<file path="config.mk">
export PLATFORM = sky130hd
export DESIGN_NAME = t03_nes_poller_flat
export DESIGN_NICKNAME = d
export VERILOG_FILES = /design/src/rtl/t03_nes_poller_if.sv /design/src/rtl/t03_nes_poller.sv /design/src/flat_wrapper.sv
export SDC_FILE = /design/constraint.sdc
export NUM_CORES = 1
export LEC_CHECK = 0
export BUFFER_PORTS_ARGS = -buffer_cell sky130_fd_sc_hd__buf_2
export CAP_MARGIN = 20
export CORE_ASPECT_RATIO = 1.4
export CORE_UTILIZATION = 30
export CTS_CLUSTER_DIAMETER = 200
export DETAILED_ROUTE_END_ITERATION = 10
export HOLD_SLACK_MARGIN = 0.06
export MAX_ROUTING_LAYER = met4
export PLACE_DENSITY = 0.58
export SKIP_LAST_GASP = 1
export SYNTH_ARGS = -nofsm -noshare
export SYNTH_HDL_FRONTEND = slang
export SYNTH_SLANG_ARGS = --single-unit
</file>
<file path="constraint.sdc">
create_clock -name clk -period 2.6 [get_ports clk]
set_input_delay 0.52 -clock clk [delete_from_list [all_inputs] [get_ports clk]]
set_output_delay 0.52 -clock clk [all_outputs]
set_load 0.02 [all_outputs]
</file>
<file path="src/rtl/t03_nes_poller_if.sv">
// ----------------------------------------------------------------------------
// t03_nes_poller_if
//   Bundle between the NES poller and its neighbours: the two raw controller
//   data lines coming from the gpio pads, the latch/pulse pad drives, and the
//   packed button word with its confirm strobe going to the MMIO block.
//
//   Handshake: confirm is a valid-only strobe with no ready. It is high for
//   exactly one clk cycle when packed_out has just been refreshed; packed_out
//   is stable from that cycle until the next confirm, so the consumer may
//   sample packed_out on the strobe cycle or at any time afterwards.
//
//   Signals
//     player_1_in  raw serial data, controller 1 (active-low, asynchronous)
//     player_2_in  raw serial data, controller 2 (active-low, asynchronous)
//     latch        controller latch pad drive
//     pulse        controller shift-clock pad drive
//     packed_out   {16'b0, p2[7:0], p1[7:0]}, 1 = pressed
//     confirm      1-cycle strobe, packed_out updated
//     busy         frame in progress
//     dbg_state    poller FSM state, for observation only
//
//   Modports: master = poller side, slave = pad/MMIO side.
// ----------------------------------------------------------------------------
interface t03_nes_poller_if;
    logic        player_1_in;
    logic        player_2_in;
    logic        latch;
    logic        pulse;
    logic [31:0] packed_out;
    logic        confirm;
    logic        busy;
    logic [2:0]  dbg_state;

    modport master (
        input  player_1_in, player_2_in,
        output latch, pulse, packed_out, confirm, busy, dbg_state
    );

    modport slave (
        output player_1_in, player_2_in,
        input  latch, pulse, packed_out, confirm, busy, dbg_state
    );
endinterface

</file>
<file path="src/rtl/t03_nes_poller.sv">
// ----------------------------------------------------------------------------
// t03_nes_poller
//   Autonomous dual NES-controller poller. A free-running poll counter starts
//   a frame every POLL_CYCLES clocks (if idle). A frame drives latch, then
//   seven pulse periods, sampling both serial lines (through 2-flop
//   synchronizers, inverted so that 1 = pressed) once after the latch gap
//   and once at the end of every pulse-low half. The 16-bit result is
//   published on packed_out with a one-cycle confirm strobe.
//
//   Ports
//     clk   in  system clock
//     rst   in  asynchronous active-high reset (aborts a frame immediately)
//     nes   t03_nes_poller_if.master (player lines in; latch, pulse,
//           packed_out, confirm, busy, dbg_state out)
//
//   Parameters
//     LATCH_CYCLES  latch high time in clk cycles
//     HALF_CYCLES   pulse half-period and latch-to-first-sample gap
//     POLL_CYCLES   poll period in clk cycles
//
//   Optional feature macro: T03_NES_DEBOUNCE_EN
//     Defined: a packed_out bit only changes when this frame's raw sample and
//     the previous frame's raw sample agree. Undefined: packed_out takes the
//     raw frame every time.
// ----------------------------------------------------------------------------
module t03_nes_poller #(
    parameter int LATCH_CYCLES = 120,
    parameter int HALF_CYCLES  = 60,
    parameter int POLL_CYCLES  = 166667
) (
    input  logic              clk,
    input  logic              rst,
    t03_nes_poller_if.master  nes
);

    localparam int PW   = (POLL_CYCLES > 1) ? $clog2(POLL_CYCLES) : 1;
    localparam int CMAX = (LATCH_CYCLES > HALF_CYCLES) ? LATCH_CYCLES : HALF_CYCLES;
    localparam int CW   = $clog2(CMAX + 1);

    localparam logic [2:0] S_IDLE  = 3'd0;
    localparam logic [2:0] S_LATCH = 3'd1;
    localparam logic [2:0] S_GAP   = 3'd2;
    localparam logic [2:0] S_PHI   = 3'd3;
    localparam logic [2:0] S_PLO   = 3'd4;
    localparam logic [2:0] S_DONE  = 3'd5;

    logic [PW-1:0] poll_q, poll_d;
    logic [2:0]    state_q, state_d;
    logic [CW-1:0] cnt_q, cnt_d;
    logic [2:0]    bit_q, bit_d;
    logic [1:0]    sync1_q, sync2_q;
    logic [7:0]    sh1_q, sh2_q;
    logic          latch_q, latch_d;
    logic          pulse_q, pulse_d;
    logic          confirm_q;
    logic [15:0]   packed_q;
    logic [15:0]   raw_frame;
    logic [15:0]   packed_next;
    logic          tick;
    logic          sample;
    logic          half_end;

    assign tick      = (poll_q == PW'(POLL_CYCLES - 1));
    assign poll_d    = tick ? '0 : poll_q + PW'(1);
    assign half_end  = (cnt_q == CW'(HALF_CYCLES - 1));
    assign raw_frame = {sh2_q, sh1_q};

    // bit_q is the index the next sample lands in; a sample in GAP fills
    // bit 0, each later PLO sample fills the following bit.
    always_comb begin
        state_d = state_q;
        cnt_d   = cnt_q;
        bit_d   = bit_q;
        latch_d = 1'b0;
        pulse_d = 1'b0;
        sample  = 1'b0;
        case (state_q)
            S_IDLE: begin
                if (tick) begin
                    state_d = S_LATCH;
                    cnt_d   = '0;
                    bit_d   = 3'd0;
                    latch_d = 1'b1;
                end
            end
            S_LATCH: begin
                if (cnt_q == CW'(LATCH_CYCLES - 1)) begin
                    state_d = S_GAP;
                    cnt_d   = '0;
                end else begin
                    cnt_d   = cnt_q + CW'(1);
                    latch_d = 1'b1;
                end
            end
            S_GAP, S_PLO: begin
                if (half_end) begin
                    sample = 1'b1;
                    bit_d  = bit_q + 3'd1;
                    cnt_d  = '0;
                    if (bit_q == 3'd7) begin
                        state_d = S_DONE;
                    end else begin
                        state_d = S_PHI;
                        pulse_d = 1'b1;
                    end
                end else begin
                    cnt_d = cnt_q + CW'(1);
                end
            end
            S_PHI: begin
                if (half_end) begin
                    state_d = S_PLO;
                    cnt_d   = '0;
                end else begin
                    cnt_d   = cnt_q + CW'(1);
                    pulse_d = 1'b1;
                end
            end
            S_DONE: begin
                state_d = S_IDLE;
            end
            default: begin
                state_d = S_IDLE;
            end
        endcase
    end

`ifdef T03_NES_DEBOUNCE_EN
    // Previous frame's raw samples; a bit only moves when two frames agree.
    logic [15:0] prev_q;
    logic [15:0] agree;

    assign agree       = ~(raw_frame ^ prev_q);
    assign packed_next = (raw_frame & agree) | (packed_q & ~agree);

    always_ff @(posedge clk or posedge rst) begin
        if (rst) begin
            prev_q <= '0;
        end else if (state_q == S_DONE) begin
            prev_q <= raw_frame;
        end
    end
`else
    assign packed_next = raw_frame;
`endif

    always_ff @(posedge clk or posedge rst) begin
        if (rst) begin
            poll_q    <= '0;
            state_q   <= S_IDLE;
            cnt_q     <= '0;
            bit_q     <= '0;
            sync1_q   <= 2'b11;
            sync2_q   <= 2'b11;
            sh1_q     <= '0;
            sh2_q     <= '0;
            latch_q   <= 1'b0;
            pulse_q   <= 1'b0;
            confirm_q <= 1'b0;
            packed_q  <= '0;
        end else begin
            poll_q    <= poll_d;
            state_q   <= state_d;
            cnt_q     <= cnt_d;
            bit_q     <= bit_d;
            sync1_q   <= {nes.player_2_in, nes.player_1_in};
            sync2_q   <= sync1_q;
            latch_q   <= latch_d;
            pulse_q   <= pulse_d;
            confirm_q <= (state_q == S_DONE);
            // Lines are active-low: a low line means the button is pressed.
            if (sample) begin
                sh1_q[bit_q] <= ~sync2_q[0];
                sh2_q[bit_q] <= ~sync2_q[1];
            end
            if (state_q == S_DONE) begin
                packed_q <= packed_next;
            end
        end
    end

    assign nes.latch      = latch_q;
    assign nes.pulse      = pulse_q;
    assign nes.confirm    = confirm_q;
    assign nes.busy       = (state_q != S_IDLE);
    assign nes.packed_out = {16'h0000, packed_q};
    assign nes.dbg_state  = state_q;

endmodule

</file>
<file path="src/flat_wrapper.sv">
// flat-port wrapper written by rule: the top's interface ports become plain ports
module t03_nes_poller_flat 
#(
    parameter int LATCH_CYCLES = 120,
    parameter int HALF_CYCLES  = 60,
    parameter int POLL_CYCLES  = 166667
)
  (clk, rst, nes_player_1_in, nes_player_2_in, nes_latch, nes_pulse, nes_packed_out, nes_confirm, nes_busy, nes_dbg_state);
  t03_nes_poller_if nes_i ();
  input  logic clk;
  input  logic rst;
  input wire logic [$bits(nes_i.player_1_in)-1:0] nes_player_1_in;
  input wire logic [$bits(nes_i.player_2_in)-1:0] nes_player_2_in;
  output wire logic [$bits(nes_i.latch)-1:0] nes_latch;
  output wire logic [$bits(nes_i.pulse)-1:0] nes_pulse;
  output wire logic [$bits(nes_i.packed_out)-1:0] nes_packed_out;
  output wire logic [$bits(nes_i.confirm)-1:0] nes_confirm;
  output wire logic [$bits(nes_i.busy)-1:0] nes_busy;
  output wire logic [$bits(nes_i.dbg_state)-1:0] nes_dbg_state;
  assign nes_i.player_1_in = nes_player_1_in;
  assign nes_i.player_2_in = nes_player_2_in;
  assign nes_latch = nes_i.latch;
  assign nes_pulse = nes_i.pulse;
  assign nes_packed_out = nes_i.packed_out;
  assign nes_confirm = nes_i.confirm;
  assign nes_busy = nes_i.busy;
  assign nes_dbg_state = nes_i.dbg_state;
  t03_nes_poller #(.LATCH_CYCLES(LATCH_CYCLES), .HALF_CYCLES(HALF_CYCLES), .POLL_CYCLES(POLL_CYCLES)) u_core (.clk(clk), .rst(rst), .nes(nes_i));
endmodule
</file>
**Yosys cells after proc, flatten, opt, wreduce, memory -nomap -nowiden**

Index checks and enable logic that the tools add are counted.

- Bits in registers: 70
- Latch bits: 0
- Memory bits (writable): 0
- ROM bits: 0
- Memories kept: 0

- Add/subtract/negate cells: 3
- Multiply operators: 0
- Div/mod/pow operators: 0
- Order comparisons: 2
- Equality and inequality tests: 13
- Shifts and indexed selects: 0
- Mux-type cells: 27
- Bitwise operators: 2
- Reduce and logical (&&, ||, !) cells: 10

Operator list:

| kind | number |
|---|---|
| 2-to-1 mux 3 bit | 7 |
| 2-to-1 mux 7 bit | 3 |
| one-hot mux 7 bit (3 select lines) | 1 |
| adder 18 x 1 -> 18 bit (second input constant) | 1 |
| == test 18 bit (second input constant) | 1 |
| 2-to-1 mux 18 bit | 1 |
| bitwise mux 8 bit | 2 |
| one-hot mux 3 bit (4 select lines) | 1 |
| == test 3 bit (second input constant) | 3 |
| 2-to-1 mux 1 bit | 8 |
| != test 2 x 1 -> 1 bit (second input constant) | 4 |
| adder 7 x 1 -> 7 bit (second input constant) | 1 |
| == test 7 x 6 -> 1 bit (second input constant) | 1 |
| == test 7 bit (second input constant) | 1 |
| == test 3 x 2 -> 1 bit (second input constant) | 2 |
| one-hot mux 3 bit (2 select lines) | 1 |
| nonzero test 3 bit | 2 |
| < comparator 3 x 4 -> 1 bit (second input constant) | 1 |
| one-hot mux 1 bit (2 select lines) | 2 |
| AND reduction 4 bit | 1 |
| adder 3 x 1 -> 3 bit (second input constant) | 1 |
| demux 1 bit (select 3 bit) | 1 |
| == test 3 x 1 -> 1 bit (second input constant) | 1 |
| >= comparator 3 x 1 -> 1 bit (second input constant) | 1 |
| 8 further kinds | 9 |

**Logic depth before layout (Yosys ltp)**

- Word-level depth: 5
- Depth in mapped cells: 7
- Mapped depth without buffers: 6

**Worst setup path after synthesis**

Ideal clock, no wire load.

- Path kind: register to register
- Start: reg u_core.state_q[2], in the netlist u_core.nes.dbg_state[2]
- End: reg u_core.bit_q[0]
- Library setup time: 0.138 ns
- Data arrival time: 1.606 ns
- Required time: 2.462 ns
- Slack: 0.856 ns
- Cell stages (with the launch flop): 6
- Path buffers: 2
- Cell sequence: dfrtp_1 buf_2 or3_1 clkbuf_1 nor4_1 o21ai_0

- Longest elaborated chain between the ends: 4

Ends and longest elaborated chain:

| item | RTL line | text |
|---|---|---|
| from (decl) | t03_nes_poller.sv:48 | `logic [2:0] state_q, state_d;` |
| from (signal assigned) | t03_nes_poller.sv:163 | `state_q <= state_d;` |
| == test 3 x 2 -> 1 bit / == test 3 bit (equally long branches) | t03_nes_poller.sv:77 | `case (state_q)` |
| OR reduction 2 bit | t03_nes_poller.sv:77 |  |
| != test 2 x 1 -> 1 bit (no line) / nonzero test 2 bit (equally long branches) | - |  |
| AND reduction 3 bit (no line) | - |  |
| to (signal assigned) | t03_nes_poller.sv:165 | `bit_q <= bit_d;` |
| to (decl) | t03_nes_poller.sv:50 | `logic [2:0] bit_q, bit_d;` |

Several ways; a longest one is shown, not always the timed one.
A chain may end at the register's enable or synchronous reset.

**Worst setup path in the final report**

- Start: reg u_core.state_q[0], in the netlist u_core.nes.dbg_state[0]
- End: out nes_busy

- Longest elaborated chain between the ends: 1

Ends and longest elaborated chain:

| item | RTL line | text |
|---|---|---|
| nonzero test 3 bit | t03_nes_poller.sv:185 | `assign nes.busy = (state_q != S_IDLE);` |
| to (decl) | flat_wrapper.sv:18 | `output wire logic [$bits(nes_i.busy)-1:0] nes_busy;` |

Every way passes these cells.

==> report_table.html <==
<table>
<tr><th>Metric</th><th>Value</th></tr>
<tr><th colspan="2">Status</th></tr>
<tr><td>Status</td><td>complete, no violations</td></tr>
<tr><th colspan="2">Yosys</th></tr>
<tr><td>Sequential cell area fraction in the yosys report</td><td>53.18%</td></tr>
<tr><td>Per-instance average area after synthesis</td><td>10.66 um2</td></tr>
<tr><td>Post-Synthesis Cells</td><td>310</td></tr>
<tr><td>Share of flip-flops with an asynchronous set or reset after synthesis</td><td>100.0%</td></tr>
<tr><td>Number of storage elements in the synthesis netlist</td><td>70</td></tr>
<tr><td>Cell accounting for the most synthesized area</td><td>sky130_fd_sc_hd__dfrtp_1</td></tr>
<tr><td>Yosys warns</td><td>0</td></tr>
<tr><td>Most frequent cell after synthesis</td><td>sky130_fd_sc_hd__dfrtp_1</td></tr>
<tr><td>Number of enable-type register cells in the synthesized netlist</td><td>0</td></tr>
<tr><td>Synth area leaders</td><td>sky130_fd_sc_hd__dfrtp_1 (50%), sky130_fd_sc_hd__buf_4 (4.5%), sky130_fd_sc_hd__mux2i_1 (4.5%)</td></tr>
<tr><td>Number of different library cells in the post-synthesis netlist</td><td>49</td></tr>
<tr><td>Most used DFF post-synth</td><td>sky130_fd_sc_hd__dfrtp_1</td></tr>
<tr><td>Combined area of all synthesized cells</td><td>3303 um2</td></tr>
<tr><td>Most used standard cells in the synthesized netlist</td><td>sky130_fd_sc_hd__dfrtp_1 (66), sky130_fd_sc_hd__nand2_1 (31), sky130_fd_sc_hd__nor2_1 (21)</td></tr>
<tr><td>Proportion of netlist area held by the largest area contributor</td><td>50.00%</td></tr>
<tr><th colspan="2">CTS</th></tr>
<tr><td>Number of gates given a new drive strength after cts</td><td>0</td></tr>
<tr><td>Clock input transition at the sequential cells of the worst setup and hold paths</td><td>0.06 ns</td></tr>
<tr><td>Post-CTS setup-driven buffer insertion count</td><td>0</td></tr>
<tr><td># hold bufs at CTS</td><td>0</td></tr>
<tr><td>CTS buffer count</td><td>9</td></tr>
<tr><td>H-tree levels</td><td>3</td></tr>
<tr><td>Number of buffers on the longest clock path</td><td>2</td></tr>
<tr><td>Insertion delay to the later sink of the worst-skew pair</td><td>0.34 ns</td></tr>
<tr><td>TritonCTS clock tree</td><td>done</td></tr>
<tr><td>Sinks on Clock Net</td><td>70</td></tr>
<tr><td>Root buf cell</td><td>sky130_fd_sc_hd__clkbuf_16</td></tr>
<tr><th colspan="2">Cells and area</th></tr>
<tr><td>ANT cells</td><td>0</td></tr>
<tr><td>Post-synthesis to final-layout area growth</td><td>14.73%</td></tr>
<tr><td>Number of filler instances in the final layout</td><td>1105</td></tr>
<tr><td>Final nets</td><td>345</td></tr>
<tr><td>Fraction of layout cells with a size suffix above 1</td><td>19.06%</td></tr>
<tr><th colspan="2">Floorplanning</th></tr>
<tr><td>Die height</td><td>126.2 um</td></tr>
<tr><td>Initial core utilization</td><td>30.72%</td></tr>
<tr><td>Floorplan die width</td><td>90.69 um</td></tr>
<tr><td>Number of top-level design ports</td><td>43</td></tr>
<tr><td>Core area</td><td>10750 um2</td></tr>
<tr><td>Die Area</td><td>11440 um2</td></tr>
<tr><td>Total number of placement rows</td><td>45</td></tr>
<tr><th colspan="2">Drt</th></tr>
<tr><td>Via-per-instance ratio</td><td>4.459</td></tr>
<tr><td>DRT Wirelength</td><td>5802 um</td></tr>
<tr><td>Drt drc</td><td>0</td></tr>
<tr><td>TritonRoute pass-1 iters</td><td>4</td></tr>
<tr><td>Final routed wire length divided by cell count</td><td>12.04 um</td></tr>
<tr><td>Drt initial violations</td><td>63</td></tr>
<tr><td>Number of vias after detailed routing</td><td>2149</td></tr>
<tr><td>Antenna viol nets, final</td><td>0</td></tr>
<tr><th colspan="2">Timing</th></tr>
<tr><td>Endpoints failing setup</td><td>0</td></tr>
<tr><td>Fin Clk Skew</td><td>0.005886 ns</td></tr>
<tr><td>Min cycle time layout</td><td>2.089 ns</td></tr>
<tr><td>Tcrit/Tclk final</td><td>80.35%</td></tr>
<tr><td>Sum Neg Setup Slack</td><td>0 ns</td></tr>
<tr><td>Upper clock frequency limit</td><td>478.7 MHz</td></tr>
<tr><td>Transition time of the tightest slew-check pin</td><td>0.6028 ns</td></tr>
<tr><td>Final critical-path setup slack</td><td>0.5108 ns</td></tr>
<tr><td>RSZ-0062 raised after global routing</td><td>no</td></tr>
<tr><td>Tightest slew margin relative to the limit</td><td>59.72%</td></tr>
<tr><td>Max-slew violation count</td><td>0</td></tr>
<tr><td>Final hold violation count</td><td>0</td></tr>
<tr><th colspan="2">Setup path</th></tr>
<tr><td>Category of the worst setup path launch point</td><td>flop</td></tr>
<tr><td>Type of destination of the critical path</td><td>output port</td></tr>
<tr><td>Data arrival at the endpoint of the critical path</td><td>1.57 ns</td></tr>
<tr><td>Number of buffers and inverters on the critical path</td><td>1</td></tr>
<tr><td>Worst path top cell family by delay</td><td>flip-flops</td></tr>
<tr><td>Crit-path slowest cell</td><td>sky130_fd_sc_hd__dfrtp_1</td></tr>
<tr><td>Worst Reg-to-Reg Cells</td><td>6</td></tr>
<tr><td>Worst path depth</td><td>2</td></tr>
<tr><td>Delay of the slowest cell on the worst path</td><td>0.53 ns</td></tr>
<tr><td>Maximum fanout along the worst path</td><td>16</td></tr>
<tr><td>Class of the most critical setup path</td><td>flop to output port</td></tr>
<tr><td>Worst setup slack for register-to-register paths</td><td>0.64 ns</td></tr>
<tr><td>Ordered list of cells on the worst path</td><td>or3_1, buf_2</td></tr>
<tr><td>Critical path required time</td><td>2.08 ns</td></tr>
<tr><th colspan="2">Pwr</th></tr>
<tr><td>Pwr/cell area</td><td>600.6 nW/um2</td></tr>
<tr><td>Static leakage</td><td>1.899 nW</td></tr>
<tr><td>Largest voltage drop on the vdd net</td><td>0.3279 mV</td></tr>
<tr><th colspan="2">Min path</th></tr>
<tr><td>HP Class</td><td>input port to asynchronous set/reset pin</td></tr>
<tr><th colspan="2">Global routing</th></tr>
<tr><td>Antenna violations before repair</td><td>0</td></tr>
<tr><td>Gr usage total</td><td>11.52%</td></tr>
<tr><td>Vias in the first global route</td><td>2133</td></tr>
<tr><td>Global-route wire length before repair</td><td>9929 um</td></tr>
<tr><td>Total gr overflow</td><td>0</td></tr>
<tr><td>Pin count of the biggest net entering global routing</td><td>29</td></tr>
<tr><th colspan="2">Place</th></tr>
<tr><td>Routability congestion estimate from global placement</td><td>0.7767</td></tr>
<tr><td>DPL Wire Length</td><td>4183 um</td></tr>
<tr><td>Count of buffers from port buffering</td><td>26</td></tr>
<tr><td>Minimum setup slack after placement</td><td>0.6633 ns</td></tr>
<tr><th colspan="2">Job</th></tr>
<tr><td>MaxCap Viol Count</td><td>0</td></tr>
</table>
==> through the flow <==
step | hold slack, ns | area, um2 | util (%) | power, W | cells
2_1_floorplan | 0.3452 | 3359 | - | 0.001173 | 325
3_3_place_gp | 0.3466 | 3512 | 32.66 | 0.001169 | 466
3_5_place_dp | 0.3472 | 3512 | 32.66 | 0.001170 | 466
4_1_cts | 0.2692 | 3790 | 35.24 | 0.002318 | 482
5_1_grt | 0.2801 | 3790 | 35.24 | 0.002351 | 482
6_report | 0.2533 | 3790 | 35.24 | 0.002276 | 482
==> cell usage in the layout, fill, tap and decap left out, types with 3 or more instances in the layout <==
master	count
sky130_fd_sc_hd__mux2i_1	15
sky130_fd_sc_hd__and2_1	3
sky130_fd_sc_hd__a21oi_1	5
sky130_fd_sc_hd__nand4_1	3
sky130_fd_sc_hd__nor2_1	21
sky130_fd_sc_hd__clkinvlp_4	4
sky130_fd_sc_hd__ha_1	5
sky130_fd_sc_hd__nand3_1	12
sky130_fd_sc_hd__inv_1	17
sky130_fd_sc_hd__and3_1	8
sky130_fd_sc_hd__nor3_1	5
sky130_fd_sc_hd__a211o_1	3
sky130_fd_sc_hd__xnor2_1	11
sky130_fd_sc_hd__buf_2	26
sky130_fd_sc_hd__o211ai_1	3
sky130_fd_sc_hd__buf_4	3
sky130_fd_sc_hd__dfrtp_1	66
sky130_fd_sc_hd__conb_1	16
sky130_fd_sc_hd__dfstp_2	4
sky130_fd_sc_hd__mux2_2	3
sky130_fd_sc_hd__nand2_1	31
sky130_fd_sc_hd__xor2_1	7
sky130_fd_sc_hd__clkbuf_16	9
sky130_fd_sc_hd__o21ai_0	19
sky130_fd_sc_hd__nor3b_2	3
sky130_fd_sc_hd__a22o_1	3
==> layer usage <==
| layer | vias up | routed length, um | GRT usage (%) |
|---|---|---|---|
| met5 | - | 0 | - |
| met4 | 0 | 183 | 7.590 |
| met3 | 14 | 188 | 2.717 |
| met2 | 40 | 2986 | 18.67 |
| met1 | 1018 | 2443 | 12.55 |
| li1 | 1077 | - | - |
==> cell type report <==
type | count | area [um2] | area share [%]
Clock inverter | 5 | 35.03 | 0.9244
Tap cell | 141 | 176.4 | 4.655
Inverter | 18 | 67.56 | 1.783
Multi-Input combinational cell | 207 | 1339 | 35.33
Timing Repair Buffer | 30 | 172.7 | 4.556
Clock buffer | 11 | 242.7 | 6.405
Sequential cell | 70 | 1757 | 46.35
==> final timing paths <==
kind,start,end
min,rst,u_core.sh1_q[2]$_DFFE_PP0P_
max reg2reg,u_core.cnt_q[0]$_DFFE_PP0P_,u_core.sh2_q[7]$_DFFE_PP0P_
min reg2reg,u_core.sync1_q[0]$_DFF_PP1_,u_core.sync2_q[0]$_DFF_PP1_
min in group clk,nes_player_1_in,u_core.sync1_q[0]$_DFF_PP1_
max in group asynchronous,rst,u_core.packed_q[7]$_DFFE_PP0P_
max,u_core.nes.dbg_state[0]$_DFFE_PP0P_,nes_busy
==> cells by family (layout without fill, tap and decap cells) <==
kind of cell,Yosys count,count (layout),share of synthesized area [%]
other,1,16,0.1135
xor gates and xnor gates,18,18,4.773
buffers and inverters,48,64,7.992
and+or+nand+nor,107,107,18.07
adders and majority gates,5,5,1.894
AOI/OAI and AO/OA,43,43,8.409
DFF,70,70,53.18
muxes,18,18,5.568
==> flip-flops by register name (all words and copies together), names as in the netlist, 2 cells and up <==
| name | flops |
|---|---|
| u_core.sync1_q | 2 |
| u_core.sh2_q | 8 |
| u_core.packed_q | 16 |
| u_core.nes.dbg_state | 3 |
| u_core.bit_q | 3 |
| u_core.sync2_q | 2 |
| u_core.poll_q | 18 |
| u_core.cnt_q | 7 |
| u_core.sh1_q | 8 |
==> where the power goes <==
| group | switching, W | internal [W] | leakage (nW) |
|---|---|---|---|
| clock network | 0.000459 | 0.000669 | 0.124 |
| logic | 0.0000420 | 0.00000625 | 0.825 |
| registers | 0.00000462 | 0.00110 | 0.950 |
(Power assumes the default switching activity.)
